`src/rtl/mt_rand_stream.sv`:
```
// -----------------------------------------------------------------------------
// mt_rand_stream
//   Consumer side of the Mersenne-twister generator. Keeps extraction requests
//   flowing to the generator while buffer space exists, captures each returned
//   32-bit word into a small FIFO, and re-presents the words as a valid/ready
//   stream of OUT_W-bit slices (least-significant slice first). Periods where
//   the generator ignores requests are absorbed by the buffer.
//
//   Ports
//     clk        clock, all state on the rising edge
//     rst        asynchronous active-high reset
//     gen_trig   extraction request, one word per asserted cycle
//     gen_ready  generator response pulse (cycle after an accepted request)
//     gen_num    generator word, valid while gen_ready=1
//     flush      synchronous discard of all buffered data
//     out_valid  out_data holds a slice
//     out_ready  consumer accepts the current slice
//     out_data   current slice
//     level      words held in the FIFO (unpacker word not included)
//     ovf_err    sticky: response with no space or with no request outstanding
// -----------------------------------------------------------------------------
module mt_rand_stream #(
    parameter int DEPTH = 4,
    parameter int OUT_W = 32
) (
    input  logic                     clk,
    input  logic                     rst,
    output logic                     gen_trig,
    input  logic                     gen_ready,
    input  logic [31:0]              gen_num,
    input  logic                     flush,
    output logic                     out_valid,
    input  logic                     out_ready,
    output logic [OUT_W-1:0]         out_data,
    output logic [$clog2(DEPTH):0]   level,
    output logic                     ovf_err
);

    localparam int AW = $clog2(DEPTH);
    localparam int LW = AW + 1;
    localparam int K  = 32 / OUT_W;
    localparam int SW = (K > 1) ? $clog2(K) : 1;
    localparam logic [SW-1:0] LAST_SIDX = SW'(K - 1);

    // FIFO storage; the unpacker word register acts as its registered read port
    logic [31:0]    mem_q [DEPTH];

    logic [AW-1:0]  wr_ptr_q, wr_ptr_d;
    logic [AW-1:0]  rd_ptr_q, rd_ptr_d;
    logic [LW-1:0]  cnt_q, cnt_d;
    logic           trig_q;
    logic           discard_q;
    logic           ovf_q, ovf_d;
    logic [31:0]    word_q, word_d;
    logic [SW-1:0]  sidx_q, sidx_d;
    logic           uvalid_q, uvalid_d;

    logic           full;
    logic [LW:0]    credit_sum;
    logic           resp_ok;
    logic           push;
    logic           pop;
    logic           xfer;
    logic           last_slice;
    logic [5:0]     shamt;

    assign full       = (cnt_q == LW'(DEPTH));
    // Words already buffered plus the one possibly in flight must fit
    assign credit_sum = {1'b0, cnt_q} + {{LW{1'b0}}, trig_q};
    assign gen_trig   = !rst && !flush && (credit_sum < (LW + 1)'(DEPTH));

    // A response in the flush cycle or the cycle after (discard) belongs to
    // data being thrown away, so it is neither stored nor flagged.
    assign resp_ok    = gen_ready && !flush && !discard_q;
    assign push       = resp_ok && trig_q && !full;

    assign xfer       = uvalid_q && out_ready;
    assign last_slice = (sidx_q == LAST_SIDX);
    // Load the FIFO head into an empty unpacker, or straight behind the last
    // slice so back-to-back words stream without a bubble.
    assign pop        = (cnt_q != '0) && (!uvalid_q || (xfer && last_slice));

    always_comb begin
        wr_ptr_d = wr_ptr_q;
        rd_ptr_d = rd_ptr_q;
        cnt_d    = cnt_q;
        word_d   = word_q;
        sidx_d   = sidx_q;
        uvalid_d = uvalid_q;
        ovf_d    = ovf_q | (resp_ok && (!trig_q || full));

        if (push) begin
            wr_ptr_d = wr_ptr_q + AW'(1);
        end
        if (pop) begin
            rd_ptr_d = rd_ptr_q + AW'(1);
        end
        unique case ({push, pop})
            2'b10:   cnt_d = cnt_q + LW'(1);
            2'b01:   cnt_d = cnt_q - LW'(1);
            default: cnt_d = cnt_q;
        endcase

        if (xfer) begin
            if (last_slice) begin
                sidx_d   = '0;
                uvalid_d = 1'b0;
            end else begin
                sidx_d = sidx_q + SW'(1);
            end
        end
        if (pop) begin
            word_d   = mem_q[rd_ptr_q];
            sidx_d   = '0;
            uvalid_d = 1'b1;
        end

        if (flush) begin
            wr_ptr_d = '0;
            rd_ptr_d = '0;
            cnt_d    = '0;
            word_d   = '0;
            sidx_d   = '0;
            uvalid_d = 1'b0;
        end
    end

    always_ff @(posedge clk) begin
        if (push) begin
            mem_q[wr_ptr_q] <= gen_num;
        end
    end

    always_ff @(posedge clk or posedge rst) begin
        if (rst) begin
            wr_ptr_q  <= '0;
            rd_ptr_q  <= '0;
            cnt_q     <= '0;
            trig_q    <= 1'b0;
            discard_q <= 1'b0;
            ovf_q     <= 1'b0;
            word_q    <= '0;
            sidx_q    <= '0;
            uvalid_q  <= 1'b0;
        end else begin
            wr_ptr_q  <= wr_ptr_d;
            rd_ptr_q  <= rd_ptr_d;
            cnt_q     <= cnt_d;
            trig_q    <= gen_trig;
            // A request outstanding at flush time will answer next cycle
            discard_q <= flush && trig_q;
            ovf_q     <= ovf_d;
            word_q    <= word_d;
            sidx_q    <= sidx_d;
            uvalid_q  <= uvalid_d;
        end
    end

    assign shamt     = 6'(sidx_q) * 6'(OUT_W);
    assign out_data  = OUT_W'(word_q >> shamt);
    assign out_valid = uvalid_q;
    assign level     = cnt_q;
    assign ovf_err   = ovf_q;

endmodule

```
`config.mk`:
```
export PLATFORM = sky130hd
export DESIGN_NAME = mt_rand_stream
export DESIGN_NICKNAME = d
export VERILOG_FILES = /design/src/rtl/mt_rand_stream.sv
export SDC_FILE = /design/constraint.sdc
export NUM_CORES = 1
export LEC_CHECK = 0
export ABC_AREA = 1
export CORE_AREA = 2 2 177 92
export DETAILED_ROUTE_END_ITERATION = 7
export DIE_AREA = 0 0 179 94
export PLACE_DENSITY = 0.65
export SYNTH_ARGS = -nofsm -noshare
export SYNTH_HDL_FRONTEND = slang
export SYNTH_SLANG_ARGS = --single-unit
```
`constraint.sdc`:
```
create_clock -name clk -period 3.4 [get_ports clk]
set_input_delay 0.34 -clock clk [delete_from_list [all_inputs] [get_ports clk]]
set_output_delay 0.34 -clock clk [all_outputs]
set_load 0.05 [all_outputs]
```
### Yosys cells after proc, flatten, opt, wreduce, memory -nomap -nowiden

Memory sizes are Yosys's and may differ from the RTL's.
Index checks and enable logic that the tools add are counted.

| storage, ports and cells | value |
|---|---|
| bits in registers | 44 |
| memories kept | 1 |
| output and inout bits | 38 |
| bits in writable memories | 128 |
| word-level logic and storage cells | 67 |
| input port bits | 37 |

| cells by class | value |
|---|---|
| shifts and indexed selects | 1 |
| add/subtract/negate cells | 6 |
| $lt $le $gt $ge | 1 |
| bitwise logic cells | 2 |
| reductions and logical operators | 25 |
| muxes and demuxes | 18 |
| eq/ne operators | 4 |

Memory list:

| memory | words | width | rd ports | clocked after Yosys merged registers in | wr ports | RTL line | text |
|---|---|---|---|---|---|---|---|
| mem_q | 4 | 32 | 1 | 0 | 1 | 46 | `logic [31:0] mem_q [DEPTH];` |

Operators by type and width:

| kind | number |
|---|---|
| $mux 32 | 2 |
| $shr 32x6->32 | 1 |
| $logic_and 1x1->1 | 11 |
| $mux 1 | 10 |
| $reduce_bool 3->1 | 3 |
| $mux 2 | 4 |
| $logic_not 1->1 | 6 |
| $pmux 3 s2 | 1 |
| $add 2x1->2 const B | 2 |
| $add 3x1->4 | 1 |
| $lt 4x3->1 const B | 1 |
| $reduce_bool 2->1 | 2 |
| $add 3x1->3 const B | 1 |
| $eq 3x3->1 const B | 1 |
| $mux 3 | 1 |
| $ne 3x2->1 const B | 1 |
| $sub 3x1->3 const B | 1 |
| $eq 2x1->1 const B | 1 |
| $eq 2x2->1 const B | 1 |
| $logic_or 1x1->1 | 2 |
| $reduce_and 2->1 | 1 |
| $add 1x1->1 const B | 1 |
| $not 1->1 | 1 |
| $or 1x1->1 | 1 |

### Longest topological paths before layout

Gate-level depths: netlist (run 1).

| depth | value |
|---|---|
| depth in word-level cells | 8 |
| gate-level depth with buffers | 14 |
| mapped depth without buffers | 13 |

### Worst setup path after synthesis (run 1)

OpenSTA, ideal clock, no wires.

| path | value |
|---|---|
| path type | register -> register |
| start point | register cnt_q[1], in the netlist level[1] |
| end point | memory mem_q[0][0], enable pin |
| cell stages (with the launch flop) | 5 |
| setup time | 0.421 ns |
| clock period less this slack | 2.908 ns |
| slack | 0.492 ns |
| data required time | 2.979 ns |
| arrival | 2.487 ns |
| buffers on the path | 0 |
| path through | dfrtp_1 nor2_2 nand2_1 nand3_4 nor2_1 |

| between the ends | value |
|---|---|
| longest elaborated chain between the ends | 5 |

RTL lines:

| what | RTL line | text |
|---|---|---|
| start: declaration | 50 | `logic [LW-1:0] cnt_q, cnt_d;` |
| start signal: assignment | 148 | `cnt_q <= cnt_d;` |
| $eq 3x3->1 | 67 | `assign full = (cnt_q == LW'(DEPTH));` |
| $logic_not 1->1 | 75 | `assign push = resp_ok && trig_q && !full;` |
| $logic_and 1x1->1 | 75 |  |
| $mux 1 | 129 | `if (push) begin` |
| $mux 1 (implied by the code) | 130 | `mem_q[wr_ptr_q] <= gen_num;` |
| end: declaration | 46 |  |

No other way between the ends.

### Worst setup path after layout (run 1)

| path | value |
|---|---|
| start point | register cnt_q[0], in the netlist level[0] |
| end point | register cnt_q[2], in the netlist level[2] |

| between the ends | value |
|---|---|
| longest elaborated chain between the ends | 6 |
| elaborated cells on any way between the ends | 12 |
| classes of those cells | 2 x add/sub; 3 x eq/ne; 2 x mux; 5 x reduce/logical |

RTL lines:

| what | RTL line | text |
|---|---|---|
| $eq 3x3->1 | 67 |  |
| $logic_not 1->1 | 75 |  |
| $logic_and 1x1->1 | 75 |  |
| $eq 2x1->1 or $eq 2x2->1 (tied branches) | 98 | `unique case ({push, pop})` |
| $pmux 3 s2 | 98 |  |
| $mux 3 | 118 | `if (flush) begin` |

Parallel ways exist; a longest one is shown, timed or not.
A chain may end at the register's enable or synchronous reset.

==> results of run 1 <==
==> layout make-up <==
type	count	area, µm²	share of cell area (%)
clock buffers	19	432.9	5.231
clock inverters	13	143.9	1.738
inverters	19	78.83	0.9524
multi-input cells	344	1609	19.44
flip-flops and latches	171	4921	59.46
well taps	204	255.2	3.084
repair buffers	87	835.8	10.10
==> final timing paths <==
kind / end / slack, ps / cells past startpoint
hold reg to reg: word_q[5]$_DFFE_PP0P_ / 480 / 2
hold / removal: word_q[28]$_DFFE_PP0P_ / 460 / 3
max in group asynchronous: rd_ptr_q[0]$_DFFE_PP0P_ / 2490 / 3
setup / recovery: level[2]$_DFFE_PP0P_ / 1180 / 12
setup reg to reg: level[2]$_DFFE_PP0P_ / 1180 / 12
min in group clk: word_q[5]$_DFFE_PP0P_ / 480 / 2
==> critical path: stages, from the launching register on <==
cell	delay, ps
dfrtp_1	490
nor2_2	70
nand2_1	180
nand3_4	220
nand2_4	160
inv_1	70
fa_1	390
xnor2_1	240
inv_1	60
nand2_1	60
nand2_1	40
nand2_1	60
nand2_1	50
==> where the power goes <==
part / internal (mW) / total, mW / switching, mW
clock network: 1.09 / 1.90 / 0.806
logic: 0.701 / 2.37 / 1.67
registers: 2.47 / 2.60 / 0.136
==> cell usage in the layout (no fill, tap or decap), drive strengths merged <==
master	instances
a21oi	2
nor3	1
dfrtp	43
fa	1
nand3	106
ha	4
xnor2	1
o21ai	4
nor2	12
clkinv	4
clkinvlp	3
inv	23
nand2	210
buf	14
clkbuf	19
bufinv	2
clkdlybuf4s50	73
edfxtp	128
a31oi	2
a21o	1
==> metrics by stage <==
stage | utilization, % | instance area, µm²
global placement | 50.74 | 7700
floorplan | - | 6736
finish | 54.54 | 8277
detailed placement | 50.74 | 7700
CTS | 54.54 | 8277
global route | 54.54 | 8277
==> sequential cells by signal, indices dropped and copies added, names as in the netlist <==
signal and flops:
wr_ptr_q 2, level 3, discard_q 1, rd_ptr_q 2, trig_q 1, ovf_err 1, out_valid 1, mem_q 128
word_q 32
==> layer usage <==
metal | wire length, µm | global-route usage [%]
met1 | 6443 | 24.27
met2 | 6572 | 29.07
met3 | 694 | 3.560
met4 | 212 | 7.046
met5 | 0 | 0
==> cell families after synthesis <==
family          synth area share, %
compound gates               0.8543
xor+xnor                     0.1300
fa+ha+maj                     1.040
buf+inv                       3.529
flops                         73.03
simple gates                  21.42
==> flow_metrics.env, run 1 <==
export IMPL_synth_edff_count=128
export IMPL_final_cells=857
export IMPL_gr_total_overflow=0
export IMPL_drive_gt1_share_pct=10.11
export IMPL_dp_cells=825
export IMPL_setup_viol=0
export IMPL_antenna_left=0
export IMPL_grt_pass1_vias=4260
export IMPL_min_period_over_period_pct=65.16
export IMPL_relSlewSlack_pct=45.75
export IMPL_dp_hpwl_um=8122
export IMPL_dieArea_um2=16830
export IMPL_synth_area_top_cells="edfxtp_1 57%, dfrtp_1 16%, nand2_1 11%"
export IMPL_grt_usage_pct=18.02
export IMPL_cts_buffer_depth=2
export IMPL_area_delta_synth_final_pct=22.86
export IMPL_status="completed"
export IMPL_antenna_cells=0
export IMPL_numCtsBuffers=17
export IMPL_grt_pass1_wl_um=22540
export IMPL_yosysTopAreaCellShare_pct=57.06
export IMPL_synth_commonest_cells="205 x nand2_1, 128 x edfxtp_1, 105 x nand3_1"
export IMPL_leakagePower_nw=3.248
export IMPL_port_buffers=74
export IMPL_rsz0062_at_grt="false"
export IMPL_synth_seq_cells=171
export IMPL_synth_most_common_cell="nand2_1"
export IMPL_synthArstFlopShare_pct=25.15
export IMPL_finalPower_mw=6.871
export IMPL_ys_seq_area_share_pct=73.03
export IMPL_antenna_found_initial=0
export IMPL_finalCriticalPeriod_ps=2215
export IMPL_cts_sinks=171
export IMPL_syn_area_per_cell_um2=11.99
export IMPL_avgViaCountPerCell=4.977
export IMPL_ys_warn_count=0
export IMPL_drv_cap=0
export IMPL_slew_viol_final=0
export IMPL_cts_root_buffer="clkbuf_16"
export IMPL_cts_resized=0
export IMPL_syn_area_um2=6736
export IMPL_vias=4265
export IMPL_nNetsFinal=682
export IMPL_startpoint_type="flop"
export IMPL_synthCells=562
export IMPL_clkTransAtPathRegs_ps=70
export IMPL_wl_per_cell_um=16.25
export IMPL_worst_slew_pin_slew_ps=811.8
export IMPL_cts_setup_buffers=0
export IMPL_synth_cell_type_count=27
export IMPL_num_rows=32
export IMPL_finalSetupTns_ps=0
export IMPL_worstPathArrival_ps=2520
export IMPL_hold_class="in -> async"
export IMPL_worst_setup_path_type="reg -> reg"
export IMPL_start_util_pct=44.39
export IMPL_dp_slack_ps=832.1
export IMPL_hold_viol=0
export IMPL_max_freq_mhz=451.4
export IMPL_grt_max_degree=66
export IMPL_die_w_um=179
export IMPL_cp_end_kind="flop"
export IMPL_drt_pass1_iter_count=4
export IMPL_startpoint="level[0]$_DFFE_PP0P_"
export IMPL_gp_congestion=0.7531
export IMPL_crit_fanout=9
export IMPL_syn_num_nets=604
export IMPL_htree_levels=4
export IMPL_yosys_area_top_type="edfxtp_1"
export IMPL_fin_skew_ps=14.50
export IMPL_drc=0
export IMPL_required_ps=3700
export IMPL_io_pins=75
export IMPL_cts_tree="built"
export IMPL_rr_startpoint="level[0]$_DFFE_PP0P_"
export IMPL_ys_flop_type="edfxtp_1"
export IMPL_first_iter_violations=309
export IMPL_p_per_area_nw_per_um2=830.2
export IMPL_core_um2=15170
export IMPL_peakVddDrop_uv=406.3
export IMPL_die_h_um=94
export IMPL_worstSkewPairLatency_ps=420
export IMPL_whs_ps=464.7
export IMPL_fin_ws_ps=1185
export IMPL_wl_um=13920
export IMPL_fillers=1279
export IMPL_hold_buffers=0
Note: power is estimated with default switching activity, not from simulation.
==> run 2: changes to the inputs <==
- clock period: 3.4 -> 2.1 ns (I/O delays scaled with it)
==> run 2 against run 1 <==
  * Combinational power grew 69%
  * Total power grew 66%
  * Sequential share of layout area shrank 1.7 points
  * Clock power grew 68%
  * Sequential power grew 62%
  * Register-to-register slack lost 900 ps
  * Clock skew shrank 0.70 ps
  * Largest cell class unchanged
==> flow_metrics.env, run 2 (synthesis gave the netlist of run 1 again) <==
export IMPL_gr_total_overflow=0
export IMPL_regArea_um2=4923
export IMPL_vias=4284
export IMPL_num_rows=32
export IMPL_start_util_pct=44.39
export IMPL_nNetsFinal=693
export IMPL_antenna_found_initial=0
export IMPL_grt_max_degree=66
export IMPL_drv_cap=0
export IMPL_core_um2=15170
export IMPL_cp_end_kind="primary output"
export IMPL_cts_root_buffer="clkbuf_16"
export IMPL_wl_met3_um=495
export IMPL_crit_slowest_cell="clkdlybuf4s50_1"
export IMPL_required_ps=1890
export IMPL_cp_top_family="buffers and inverters"
export IMPL_status="completed"
export IMPL_routed_top_layer="met4"
export IMPL_worstSkewPairLatency_ps=420
export IMPL_dr_wl_met2_um=6716
export IMPL_cts_setup_buffers=0
export IMPL_whs_ps=362.1
export IMPL_drc=0
export IMPL_cts_tree="built"
export IMPL_fin_skew_ps=13.80
export IMPL_drive_gt1_share_pct=12.05
export IMPL_mostFrequentLayoutCells="205 x nand2_1, 128 x edfxtp_1, 105 x nand3_1"
export IMPL_die_h_um=94
export IMPL_dieArea_um2=16830
export IMPL_cts_sinks=171
export IMPL_cp_num_buf_inv=1
export IMPL_dp_hpwl_um=8207
export IMPL_die_w_um=179
export IMPL_fin_ws_ps=196.1
export IMPL_antenna_cells=0
export IMPL_setup_viol=0
export IMPL_dp_slack_ps=-9.966
export IMPL_first_iter_violations=302
export IMPL_drt_pass1_iter_count=4
export IMPL_port_buffers=74
export IMPL_p_per_area_nw_per_um2=1340
export IMPL_cp_num_cells=1
export IMPL_cp_slowest_stage_delay_ps=840
export IMPL_m1WireLength_um=6469
export IMPL_hold_viol=0
export IMPL_hold_class="in -> async"
export IMPL_layout_commonest_cell="nand2_1"
export IMPL_worst_slew_pin_slew_ps=705.2
export IMPL_numCtsBuffers=17
export IMPL_area_delta_synth_final_pct=26.47
export IMPL_largest_register="mem_q"
export IMPL_hold_buffers=0
export IMPL_worstPathArrival_ps=1690
export IMPL_gp_congestion=0.7320
export IMPL_fillers=1249
export IMPL_grt_usage_pct=17.70
export IMPL_finalSetupTns_ps=0
export IMPL_io_pins=75
export IMPL_peakVddDrop_uv=591.5
export IMPL_max_freq_mhz=525.2
export IMPL_relSlewSlack_pct=52.99
export IMPL_worst_setup_path_type="reg -> out"
export IMPL_wl_um=13770
export IMPL_startpoint_type="flop"
export IMPL_cts_buffer_depth=2
export IMPL_leakagePower_nw=3.349
export IMPL_cts_resized=0
export IMPL_wl_per_cell_um=15.87
export IMPL_crit_fanout=5
export IMPL_grt_pass1_wl_um=22380
export IMPL_grt_pass1_vias=4279
export IMPL_multi_input_area_um2=1609
export IMPL_antenna_left=0
export IMPL_largest_reg_flops=128
export IMPL_rsz0062_at_grt="false"
export IMPL_finalPower_mw=11.42
export IMPL_path_cells="clkdlybuf4s50_1"
export IMPL_finalCriticalPeriod_ps=1904
export IMPL_min_period_over_period_pct=90.66
export IMPL_ff2ff_path_depth=13
export IMPL_clkTransAtPathRegs_ps=70
export IMPL_slew_viol_final=0
export IMPL_avgViaCountPerCell=4.935
export IMPL_htree_levels=4
==> run 2: changes by cell type in the layout (fill, tap and decap cells not counted) <==
cell and change:
inv_8 +2, dfrtp_2 +2, clkbuf_1 -1, clkinv_8 +1, inv_2 -1, buf_12 +10, clkinv_4 +1, dfrtp_1 -2
buf_4 +1, clkinvlp_4 -2, inv_6 +2, clkinv_2 -2
==> run 2: path summary, 6_finish.rpt <==
path / endpoint / slack, ps / from
worst max-delay path: level[2] / 200 / level[2]$_DFFE_PP0P_
worst min-delay path: word_q[12]$_DFFE_PP0P_ / 360 / rst
worst max register to register: level[2]$_DFFE_PP0P_ / 280 / level[1]$_DFFE_PP0P_
worst min register to register: ovf_err$_DFF_PP0_ / 470 / ovf_err$_DFF_PP0_
max in group asynchronous: rd_ptr_q[0]$_DFFE_PP0P_ / 1290 / rst
min in group clk: out_valid$_DFFE_PP0P_ / 420 / out_ready
==> run 2: cell type report <==
| class | instances | share of cell area (%) |
|---|---|---|
| Multi-Input combinational cell | 344 | 18.89 |
| Timing Repair Buffer | 98 | 12.25 |
| Tap cell | 204 | 2.996 |
| Inverter | 19 | 0.9693 |
| Clock buffer | 18 | 5.037 |
| Sequential cell | 171 | 57.79 |
| Clock inverter | 14 | 2.071 |
==> run 2: metrics by stage <==
step / util (%) / std cells / area (µm²)
global route: 56.14 / 868 / 8519
CTS: 56.14 / 868 / 8519
global placement: 52.15 / 836 / 7914
floorplan: - / 562 / 6753
finish: 56.14 / 868 / 8519
detailed placement: 52.15 / 836 / 7914
==> run 2: worst reg2reg max path, stage by stage, from the launching register on <==
cell,delay (ps)
dfrtp_2,450
nor2_2,150
nand2_2,80
nand2_4,60
inv_2,40
nand2_4,60
inv_1,40
fa_1,370
xnor2_1,210
inv_1,60
nand2_1,60
nand2_1,40
nand2_1,60
nand2_1,40
==> run 2: layer usage <==
metal  global-route usage [%]  vias to the layer above
met5                        0                        -
met4                    5.623                        0
met3                    3.560                        9
met2                    29.07                       83
met1                    23.86                     2091
li1                         -                     2101
==> run 2: where the power goes <==
part           switching (mW)  internal [mW]
sequential              0.215           4.00
clock                    1.39           1.81
combinational            2.71           1.29
total                    4.32           7.10
==> run 3: changes to the inputs <==
- CORE_AREA: 2 2 177 92 -> 2 2 160 84
- DIE_AREA: 0 0 179 94 -> 0 0 162 86
- PLACE_DENSITY: 0.65 -> 0.77
==> run 3 against run 2 <==
  * Via count is 3.3% higher
  * Clock skew is 1.8 ps lower
  * Die area is 17% lower
  * Final cell count is 4.3% lower
==> flow_metrics.env, run 3 (synthesis gave the netlist of run 1 again) <==
export IMPL_status="completed"
export IMPL_r2r_end="level[2]$_DFFE_PP0P_"
export IMPL_setup_viol=0
export IMPL_ff2ff_setup_slack_ps=200
export IMPL_avgViaCountPerCell=5.327
export IMPL_dp_hpwl_um=8639
export IMPL_port_buffers=74
export IMPL_antenna_found_initial=0
export IMPL_gp_congestion=0.7866
export IMPL_wl_per_cell_um=16.95
export IMPL_clkTransAtPathRegs_ps=70
export IMPL_cts_root_buffer="clkbuf_16"
export IMPL_core_um2=12410
export IMPL_grt_usage_pct=21.63
export IMPL_cts_sinks=171
export IMPL_leakagePower_nw=3.313
export IMPL_worst_slew_pin_slew_ps=714.6
export IMPL_wl_um=14090
export IMPL_antenna_cells=0
export IMPL_io_pins=75
export IMPL_ff2ff_path_depth=13
export IMPL_cp_end_kind="primary output"
export IMPL_fin_skew_ps=12.03
export IMPL_hold_buffers=0
export IMPL_finalCriticalPeriod_ps=1945
export IMPL_required_ps=1890
export IMPL_cts_resized=0
export IMPL_grt_pass1_wl_um=22340
export IMPL_cp_slowest_stage_delay_ps=860
export IMPL_cp_top_family="buffers and inverters"
export IMPL_largest_register="mem_q"
export IMPL_relSlewSlack_pct=52.36
export IMPL_layout_commonest_cell="nand2_1"
export IMPL_num_rows=29
export IMPL_whs_ps=346.7
export IMPL_cts_setup_buffers=0
export IMPL_vias=4427
export IMPL_stdcell_area_um2=8388
export IMPL_drc=0
export IMPL_htree_levels=4
export IMPL_mostFrequentLayoutCells="205 x nand2_1, 128 x edfxtp_1, 105 x nand3_1"
export IMPL_area_delta_synth_final_pct=24.52
export IMPL_slew_viol_final=0
export IMPL_dp_cells=799
export IMPL_first_iter_violations=359
export IMPL_grt_pass1_vias=4241
export IMPL_nNetsFinal=690
export IMPL_fin_ws_ps=155.2
export IMPL_max_freq_mhz=514.2
export IMPL_gr_total_overflow=0
export IMPL_cts_tree="built"
export IMPL_grt_max_degree=66
export IMPL_p_per_area_nw_per_um2=1339
export IMPL_path_cells="clkdlybuf4s50_1"
export IMPL_dieArea_um2=13930
export IMPL_largest_reg_flops=128
export IMPL_worst_setup_path_type="reg -> out"
export IMPL_worstPathArrival_ps=1730
export IMPL_placed_area_um2=7811
export IMPL_final_cells=831
export IMPL_drv_cap=0
export IMPL_die_w_um=162
export IMPL_drt_pass1_iter_count=5
export IMPL_worstSkewPairLatency_ps=430
export IMPL_cts_buffer_depth=2
export IMPL_die_h_um=86
export IMPL_finalPower_mw=11.23
export IMPL_peakVddDrop_uv=873.6
export IMPL_numCtsBuffers=17
export IMPL_cp_num_buf_inv=1
export IMPL_hold_viol=0
export IMPL_min_period_over_period_pct=92.61
export IMPL_hold_class="in -> async"
export IMPL_dp_slack_ps=-63.03
export IMPL_antenna_left=0
export IMPL_drive_gt1_share_pct=11.65
export IMPL_startpoint_type="flop"
export IMPL_start_util_pct=54.29
export IMPL_crit_fanout=5
export IMPL_rr_startpoint="level[1]$_DFFE_PP0P_"
export IMPL_crit_slowest_cell="clkdlybuf4s50_1"
export IMPL_rsz0062_at_grt="false"
## run 3: changes by cell type in the layout (fill, tap and decap cells not counted), sizes merged
cell / before / now
buf: 25 / 22
bufinv: 2 / 0
clkinv: 4 / 6
clkbuf: 18 / 17
clkinvlp: 1 / 2
## run 3: stage by stage
step / TNS, ps / util (%)
2_1_floorplan: -23170 / -
3_3_place_gp: -30.73 / 62.95
6_report: 0 / 67.59
4_1_cts: 0 / 67.59
3_5_place_dp: -63.03 / 62.95
5_1_grt: 0 / 67.59
## run 3: worst max-delay path by stage
| stage | from | endpoint | slack [ps] | cells past startpoint |
|---|---|---|---|---|
| global placement | flush | level[2]$_DFFE_PP0P_ | -30 | 14 |
| detailed placement | flush | level[2]$_DFFE_PP0P_ | -60 | 14 |
| global route | level[1]$_DFFE_PP0P_ | level[2]$_DFFE_PP0P_ | 30 | 13 |
| finish | level[2]$_DFFE_PP0P_ | level[2] | 160 | 1 |
| CTS | level[2]$_DFFE_PP0P_ | level[2] | 140 | 1 |
| floorplan | level[2]$_DFFE_PP0P_ | mem_q[0][0]$_DFFE_PP_ | -180 | 3 |
## run 3: layer usage
layer / share of wire (%) / GRT usage (%) / vias up
li1: - / - / 2093
met1: 45 / 31.34 / 2153
met2: 46 / 32.92 / 168
met3: 7.2 / 5.416 / 13
met4: 0.95 / 6.436 / 0
met5: 0 / 0 / -
## run 3: layout make-up
class	count	area [µm²]
flip-flops and latches	171	4923
repair buffers	95	983.4
well taps	170	212.7
multi-input cells	344	1609
clock buffers	17	425.4
inverters	19	82.58
clock inverters	15	151.4
fillers	888	4021
## run 3: tightest hold or removal path, delay by kind of cell
family | cells | cell delay (ps)
buf+inv | 3 | 1020
## run 3: power by group
group	switching [mW]	total [mW]	leakage [nW]	internal, mW
Combinational	2.74	4.00	1.31	1.25
Sequential	0.224	4.22	1.72	4.00
Clock	1.42	3.01	0.283	1.58
Total	4.39	11.2	3.31	6.84
